$ cat config.mk
export PLATFORM = sky130hd
export DESIGN_NAME = branch_cond_unit_flat
export DESIGN_NICKNAME = d
export VERILOG_FILES = /design/src/rtl/arm_pkg.sv /design/src/rtl/branch_cond_unit_if.sv /design/src/rtl/branch_cond_unit_cond_eval.sv /design/src/rtl/branch_cond_unit.sv /design/src/flat_wrapper.sv
export SDC_FILE = /design/constraint.sdc
export NUM_CORES = 1
export LEC_CHECK = 0
export CAP_MARGIN = 25
export CORE_MARGIN = 10
export CORE_UTILIZATION = 55
export CTS_BUF_LIST = sky130_fd_sc_hd__clkbuf_4 sky130_fd_sc_hd__clkbuf_8
export CTS_CLUSTER_SIZE = 20
export DETAILED_ROUTE_END_ITERATION = 10
export DONT_BUFFER_PORTS = 1
export HOLD_SLACK_MARGIN = 0.08
export PLACE_DENSITY = 0.7
export SYNTH_ARGS = -nofsm -noshare
export SYNTH_HDL_FRONTEND = slang
export SYNTH_HIERARCHICAL = 1
export SYNTH_SLANG_ARGS = --single-unit
$ cat constraint.sdc
create_clock -name clk -period 3.2 [get_ports clk]
set_input_delay 0.32 -clock clk [delete_from_list [all_inputs] [get_ports clk]]
set_output_delay 0.32 -clock clk [all_outputs]
set_load 0.02 [all_outputs]
$ cat src/rtl/arm_pkg.sv
// Shared ARM branch-resolution types: branch kinds, condition codes, flag bit positions, FSM states.
package arm_pkg;

  typedef enum logic [1:0] {
    BR_NONE = 2'b00,
    BR_B    = 2'b01,
    BR_CBZ  = 2'b10,
    BR_COND = 2'b11
  } br_type_e;

  typedef enum logic [3:0] {
    C_EQ = 4'b0000,
    C_NE = 4'b0001,
    C_HS = 4'b0010,
    C_LO = 4'b0011,
    C_MI = 4'b0100,
    C_PL = 4'b0101,
    C_VS = 4'b0110,
    C_VC = 4'b0111,
    C_HI = 4'b1000,
    C_LS = 4'b1001,
    C_GE = 4'b1010,
    C_LT = 4'b1011,
    C_GT = 4'b1100,
    C_LE = 4'b1101,
    C_AL = 4'b1110,
    C_NV = 4'b1111
  } cond_e;

  // Flag register layout is {N,Z,V,C}.
  localparam int FLAG_N = 3;
  localparam int FLAG_Z = 2;
  localparam int FLAG_V = 1;
  localparam int FLAG_C = 0;

  localparam int CNT_W = 4;

  typedef enum logic {
    S_IDLE  = 1'b0,
    S_FLUSH = 1'b1
  } state_e;

endpackage

$ cat src/rtl/branch_cond_unit_if.sv
// Request/response bundle between the branch unit and the datapath.
// Handshake: a request transfers on a rising edge where in_valid & in_ready; the
// requester holds every request field stable while in_valid=1 and in_ready=0.
// out_valid is a one-cycle pulse with no backpressure; taken is qualified by it.
interface branch_cond_unit_if
  import arm_pkg::*;
#(
  parameter int WIDTH = 64
);
  logic             in_valid;
  logic             in_ready;
  br_type_e         br_type;
  cond_e            cond;
  logic [WIDTH-1:0] cbz_val;
  logic [3:0]       stored_flags;
  logic [3:0]       fwd_flags;
  logic             fwd_valid;
  logic             out_valid;
  logic             taken;
  logic             flush;

  modport master (
    output in_valid, br_type, cond, cbz_val, stored_flags, fwd_flags, fwd_valid,
    input  in_ready, out_valid, taken, flush
  );

  modport slave (
    input  in_valid, br_type, cond, cbz_val, stored_flags, fwd_flags, fwd_valid,
    output in_ready, out_valid, taken, flush
  );
endinterface

$ cat src/rtl/branch_cond_unit_cond_eval.sv
// Pure combinational ARMv8 condition-code evaluator over a {N,Z,V,C} flag nibble.
module cond_eval
  import arm_pkg::*;
(
  input  cond_e      cond,
  input  logic [3:0] flags,
  output logic       pass
);
  logic n, z, v, c;

  assign n = flags[FLAG_N];
  assign z = flags[FLAG_Z];
  assign v = flags[FLAG_V];
  assign c = flags[FLAG_C];

  always_comb begin
    pass = 1'b0;
    case (cond)
      C_EQ: pass = z;
      C_NE: pass = ~z;
      C_HS: pass = c;
      C_LO: pass = ~c;
      C_MI: pass = n;
      C_PL: pass = ~n;
      C_VS: pass = v;
      C_VC: pass = ~v;
      C_HI: pass = c & ~z;
      C_LS: pass = ~c | z;
      C_GE: pass = (n == v);
      C_LT: pass = (n != v);
      C_GT: pass = ~z & (n == v);
      C_LE: pass = z | (n != v);
      // NV behaves as always in AArch64.
      C_AL: pass = 1'b1;
      C_NV: pass = 1'b1;
      default: pass = 1'b0;
    endcase
  end
endmodule

$ cat src/rtl/branch_cond_unit.sv
// Branch decision unit: flag forwarding, CBZ/B/B.cond resolution, registered decision
// and a fixed-length flush window after every taken branch.
module branch_cond_unit
  import arm_pkg::*;
#(
  parameter int WIDTH        = 64,
  parameter int FLUSH_CYCLES = 2
) (
  input  logic   clk,
  input  logic   reset_n,
  branch_cond_unit_if.slave bus,
  output state_e state_dbg
);
  state_e           state_q, state_nxt;
  logic [CNT_W-1:0] cnt_q, cnt_nxt;
  logic             out_valid_q;
  logic             taken_q;
  logic [3:0]       sel_flags;
  logic             cond_pass;
  logic             cbz_zero;
  logic             taken_c;
  logic             xfer;

  // Same-cycle flag writes bypass the register so back-to-back cmp/b.cond resolves correctly.
  assign sel_flags = bus.fwd_valid ? bus.fwd_flags : bus.stored_flags;
  assign cbz_zero  = (bus.cbz_val == '0);

  cond_eval u_cond_eval (
    .cond  (bus.cond),
    .flags (sel_flags),
    .pass  (cond_pass)
  );

  always_comb begin
    taken_c = 1'b0;
    case (bus.br_type)
      BR_NONE: taken_c = 1'b0;
      BR_B:    taken_c = 1'b1;
      BR_CBZ:  taken_c = cbz_zero;
      BR_COND: taken_c = cond_pass;
      default: taken_c = 1'b0;
    endcase
  end

  assign bus.in_ready = (state_q == S_IDLE);
  assign xfer         = bus.in_valid & bus.in_ready;

  always_comb begin
    state_nxt = state_q;
    cnt_nxt   = cnt_q;
    case (state_q)
      S_IDLE: begin
        if (xfer && taken_c) begin
          state_nxt = S_FLUSH;
          cnt_nxt   = CNT_W'(FLUSH_CYCLES - 1);
        end
      end
      S_FLUSH: begin
        if (cnt_q == '0) begin
          state_nxt = S_IDLE;
        end else begin
          cnt_nxt = cnt_q - 1'b1;
        end
      end
      default: begin
        state_nxt = S_IDLE;
        cnt_nxt   = '0;
      end
    endcase
  end

  always_ff @(posedge clk) begin
    if (!reset_n) begin
      state_q     <= S_IDLE;
      cnt_q       <= '0;
      out_valid_q <= 1'b0;
      taken_q     <= 1'b0;
    end else begin
      state_q     <= state_nxt;
      cnt_q       <= cnt_nxt;
      out_valid_q <= xfer;
      if (xfer) begin
        taken_q <= taken_c;
      end
    end
  end

  assign bus.out_valid = out_valid_q;
  assign bus.taken     = taken_q;
  assign bus.flush     = (state_q == S_FLUSH);
  assign state_dbg     = state_q;
endmodule
$ cat src/flat_wrapper.sv
// flat-port wrapper written by rule: the top's interface ports become plain ports
module branch_cond_unit_flat import arm_pkg::*;
#(
  parameter int WIDTH        = 64,
  parameter int FLUSH_CYCLES = 2
)
  (clk, reset_n, state_dbg, bus_in_valid, bus_br_type, bus_cond, bus_cbz_val, bus_stored_flags, bus_fwd_flags, bus_fwd_valid, bus_in_ready, bus_out_valid, bus_taken, bus_flush);
  branch_cond_unit_if #(.WIDTH(WIDTH)) bus_i ();
  input  logic clk;
  input  logic reset_n;
  output state_e state_dbg;
  input wire logic [$bits(bus_i.in_valid)-1:0] bus_in_valid;
  input wire logic [$bits(bus_i.br_type)-1:0] bus_br_type;
  input wire logic [$bits(bus_i.cond)-1:0] bus_cond;
  input wire logic [$bits(bus_i.cbz_val)-1:0] bus_cbz_val;
  input wire logic [$bits(bus_i.stored_flags)-1:0] bus_stored_flags;
  input wire logic [$bits(bus_i.fwd_flags)-1:0] bus_fwd_flags;
  input wire logic [$bits(bus_i.fwd_valid)-1:0] bus_fwd_valid;
  output wire logic [$bits(bus_i.in_ready)-1:0] bus_in_ready;
  output wire logic [$bits(bus_i.out_valid)-1:0] bus_out_valid;
  output wire logic [$bits(bus_i.taken)-1:0] bus_taken;
  output wire logic [$bits(bus_i.flush)-1:0] bus_flush;
  assign bus_i.in_valid = bus_in_valid;
  assign bus_i.br_type = bus_br_type;
  assign bus_i.cond = bus_cond;
  assign bus_i.cbz_val = bus_cbz_val;
  assign bus_i.stored_flags = bus_stored_flags;
  assign bus_i.fwd_flags = bus_fwd_flags;
  assign bus_i.fwd_valid = bus_fwd_valid;
  assign bus_in_ready = bus_i.in_ready;
  assign bus_out_valid = bus_i.out_valid;
  assign bus_taken = bus_i.taken;
  assign bus_flush = bus_i.flush;
  branch_cond_unit #(.WIDTH(WIDTH), .FLUSH_CYCLES(FLUSH_CYCLES)) u_core (.clk(clk), .reset_n(reset_n), .bus(bus_i), .state_dbg(state_dbg));
endmodule
# After elaboration in Yosys (flattened, before gate mapping)
# Cells that the tools add are included.
# word_totals
ff_bits	7
output_inout_bits	5
word_cells	53
# classes
add_sub_neg	1
eq_ne	22
muxes	9
n_bitwise	10
reduce_logical	7
# op_table
op	count
64-bit logical NOT	1
4-bit == test, second input constant	8
4-bit by 3-bit == test with 1-bit output, second input constant	4
1-bit case mux with 15 select lines	1
4-bit 2-to-1 mux	3
4-bit by 2-bit == test with 1-bit output, second input constant	2
4-bit logical NOT	2
4-bit case mux with 2 select lines	1
1-bit NOT	5
2-bit == test, second input constant	2
4-bit by 1-bit == test with 1-bit output, second input constant	1
2-bit inequality test, second input constant	2
1-bit case mux with 4 select lines	1
4-bit by 1-bit subtractor with 4-bit output, second input constant	1
1-bit bitwise AND	3
2-bit by 1-bit == test with 1-bit output, second input constant	1
2-bit logical NOT	1
1-bit 2-to-1 mux	2
1-bit bitwise OR	2
1-bit case mux with 2 select lines	1
2-bit AND reduction	1
2-bit OR reduction	1
1-bit == test	1
1-bit logical AND	1
1-bit inequality test	1

# Longest topological paths before layout
# logic_depth
word_depth	8
depth_mapped	11
mapped_depth_nobuf	11

# By module
# Netlist, hierarchy kept.
# by_module_without_submodules
module	instances	cells_each	area_each_um2	seq_area_each_um2
branch_cond_unit	1	65	543.0	140.1
cond_eval	1	29	201.4	0.0

# Worst setup path after synthesis
# OpenSTA, ideal clock, no wires.
# synth_path
path_kind	input -> register
start	input bus_fwd_valid
end	register u_core.cnt_q[1]
setup_ps	115
arrival_ps	1993
required_time_ps	3085
path_slack_ps	1092
stages	11
path_buffers	0
path_cell_list	mux2_2 xor2_1 or4_1 nand2_1 a22oi_1 o21ai_1 nand2b_1 and3_2 nand3b_1 o22ai_1 o21a_1
# synth_between
elab_chain_cells	8
word_cells_on_any_way	16
# synth_lines
item	line	source
start: declaration	flat_wrapper.sv:18	input wire logic [$bits(bus_i.fwd_valid)-1:0] bus_fwd_valid;
4-bit 2-to-1 mux *	branch_cond_unit.sv:25	assign sel_flags = bus.fwd_valid ? bus.fwd_flags : bus.stored_flags;
1-bit inequality test, or another cell as far along	branch_cond_unit_cond_eval.sv:30, branch_cond_unit_cond_eval.sv:32	
1-bit bitwise OR, or another cell as far along	branch_cond_unit_cond_eval.sv:32	C_LE: pass = z | (n != v);
1-bit case mux with 15 select lines *	branch_cond_unit_cond_eval.sv:18	case (cond)
net u_core.cond_pass	branch_cond_unit.sv:19	logic cond_pass;
1-bit case mux with 4 select lines *	branch_cond_unit.sv:36	case (bus.br_type)
1-bit logical AND *	branch_cond_unit.sv:53	if (xfer && taken_c) begin
2-bit inequality test (no line) *	-	
2-bit AND reduction (no line) *	-	
end signal: assignment	branch_cond_unit.sv:80	cnt_q <= cnt_nxt;
end: declaration	branch_cond_unit.sv:15	logic [CNT_W-1:0] cnt_q, cnt_nxt;
# Mark *: on every way through the listed nets, which the timed path passes. The rest lies on a longest branch.
# A chain may end at the register's enable or synchronous reset.

# Worst setup path after layout
# Ends and elaborated chain as after synthesis.

==> impl_results.md <==
- Crit path time final: 1.94 ns
- Nets: 179
- WL/cell: 22.7 um
- R2r worst-path depth: 4
- Post-cts resize count: 0
- Area Growth Syn to Fin: 3.03%
- Total CTS buffers: 3
- Total Power: 0.000248 W
- Drt first pass iters: 2
- 1st-iter DRT viols: 13
- PwrDens: 324 nW/um^2
- Post-route DRC: 0
- Mean Syn Cell Area: 7.92 um^2
- Setup TNS: 0 ns
- Share of cells above drive strength 1: 18.9%
- Slew headroom: 65.6%
- Yosys cell types: 38
- Skew final: 0.000650 ns
- Clk Tree Root Cell: clkbuf_4
- Kind of critical path: primary input to flop
- Sequential fraction of the synthesis area: 18.8%
- Drt via density: 6.79
- Yosys warns: 6
- Post-synthesis cell area: 744 um^2
- Remaining antenna violation count: 0
- Arrival @ worst endpoint: 2.08 ns
- Number of global-route vias before repair: 786
- Leakage: 0.260 nW
- Element type at the critical path start: primary input
- Initial Util: 57.9%
- # Post-CTS Setup Buffers: 0
- Share of the synthesized area in the top cell type: 18.8%
- Worst slew pin tran: 0.516 ns
- Post-synthesis register bit count: 7
- Setup crit end kind: flop
- Total gr overflow: 0
- Post-DP HPWL: 2250 um
- Die Y: 56.8 um
- Via Count: 747
- Leading area contributor after synthesis: dfxtp_1
- Setup-failing EPs final: 0
- Fmax: 0.516 GHz
- Die area: 3230 um^2
- Post-Synthesis Cells: 94
- Largest net degree at the start of global routing: 11
- Min-Delay Path Depth: 1
- CP Max Fanout: 4
- Final period util: 60.5%
- Clock H-tree levels: 1
- Gr usage total: 13.6%
- # rows: 13
- I/O Pins: 87
- Global-route wire length before repair: 3730 um
- Max-slew violations: 0
- Status: finished clean
- Drt total wl: 2490 um
- Final Hold Viols: 0
- Die Span X: 56.8 um
- RePlAce Congestion: 0.806
- Synthesized net count: 177
- Port Buffers: 0
- Clock Latency Late Sink: 0.24 ns
- CTS clk-pin slew, worst paths: 0.05 ns
- Max Cap Violations: 0
- CTS Hold Bufs: 0
- Antenna violations before repair: 0
- Core area: 1280 um^2
- CTS tree: done
- Synth top area cells: dfxtp_1, nor4_1, mux2_2
- Clock Sinks: 7
- RSZ-0062 raised after global routing: false
- Diodes inserted: 0
- Longest Clk Path Bufs: 2
- Crit path required time: 3.34 ns
- VDD IR-drop max: 0.116 mV
- Worst hold path class: primary input to flop
logic make-up after synthesis:
group	Yosys count	synth area share (%)
flops	7	18.8
compound gates	20	18.5
xor+xnor	4	4.71
mux	5	7.56
simple gates	48	42.2
buf+inv	9	6.55
fa+ha+maj	1	1.68
layout by cell type, fill, tap and decap left out, drive strengths merged, types with 2 or more instances in the layout:
cell and n:
nor2b 3, a22oi 2, clkbuf 4, and3b 2
nand2b 3, o22ai 2, and3 4, nand2 2
nor4 16, inv 6, nand3 3, xnor2 3
mux2 5, nand4 3, dfxtp 7, o21ai 5
a21oi 6, nor2 6
flip-flops by register name (all words and copies together) (netlist names):
| register | flops |
|---|---|
| u_core/bus.out_valid | 1 |
| u_core/cnt_q | 4 |
| u_core/bus.flush | 1 |
| u_core/bus.taken | 1 |
final timing paths:
check	startpoint	end	slack, ns
worst max-delay path	bus_fwd_valid	u_core/cnt_q[1]	1.26
worst min-delay path	reset_n	u_core/cnt_q[1]	0.19
worst max register to register	u_core/bus.flush	u_core/cnt_q[3]	1.41
worst min register to register	u_core/cnt_q[0]	u_core/cnt_q[0]	0.51
where the power goes:
group          internal, W   total, W  switching, W
combinational    0.0000323  0.0000606     0.0000283
clock            0.0000559  0.0000867     0.0000307
sequential       0.0000926   0.000101    0.00000828
total             0.000181   0.000248     0.0000673
stage by stage:
| step | instances | hold slack [ns] | setup WS (ns) | utilization, % | area [um^2] |
|---|---|---|---|---|---|
| after floorplan | 94 | 0.438 | 1.09 | - | 744 |
| after global placement | 106 | 0.440 | 1.05 | 57.4 | 737 |
| after detailed placement | 106 | 0.445 | 1.01 | 57.4 | 737 |
| after CTS | 110 | 0.186 | 1.26 | 59.7 | 767 |
| after global routing | 110 | 0.182 | 1.17 | 59.7 | 767 |
| final | 110 | 0.192 | 1.26 | 59.7 | 767 |
Yosys cell counts (all sizes together):
cell / number
a31oi: 1
and3: 4
or4: 1
nand3b: 1
nand2b: 3
mux2: 5
ha: 1
o31ai: 1
and2b: 1
a311oi: 1
nand4: 3
nor3: 1
nor2b: 3
and3b: 2
nand2: 2
xor2: 1
o21ai: 5
nor4b: 1
inv: 6
o22ai: 2
nor4: 16
nor2: 6
a21oi: 6
o21a: 1
and2: 1
nand3: 3
a22oi: 2
dfxtp: 7
buf: 3
xnor2: 3
a221o: 1
per-layer routing:
| metal | track usage, % | vias up | wire, um |
|---|---|---|---|
| li1 | - | 368 | - |
| met1 | 13.8 | 344 | 867 |
| met2 | 24.1 | 33 | 1370 |
| met3 | 3.82 | 2 | 228 |
| met4 | 7.72 | 0 | 27 |
| met5 | 0 | - | 0 |
area by class of cell:
type	instances	area, um^2
multi-input combinational	78	556
tap	15	18.8
sequential	7	140
inverter	6	22.5
clock buffer	4	30.0
fill	123	518
critical path: stages:
cell	delay [ns]
mux2_2	0.34
xor2_1	0.15
or4_1	0.39
nand2_1	0.08
a22oi_1	0.06
o21ai_1	0.07
nand2b_1	0.10
and3_2	0.19
nand3b_1	0.12
o22ai_1	0.09
o21a_1	0.17
Power figures use the tool's default switching activity.
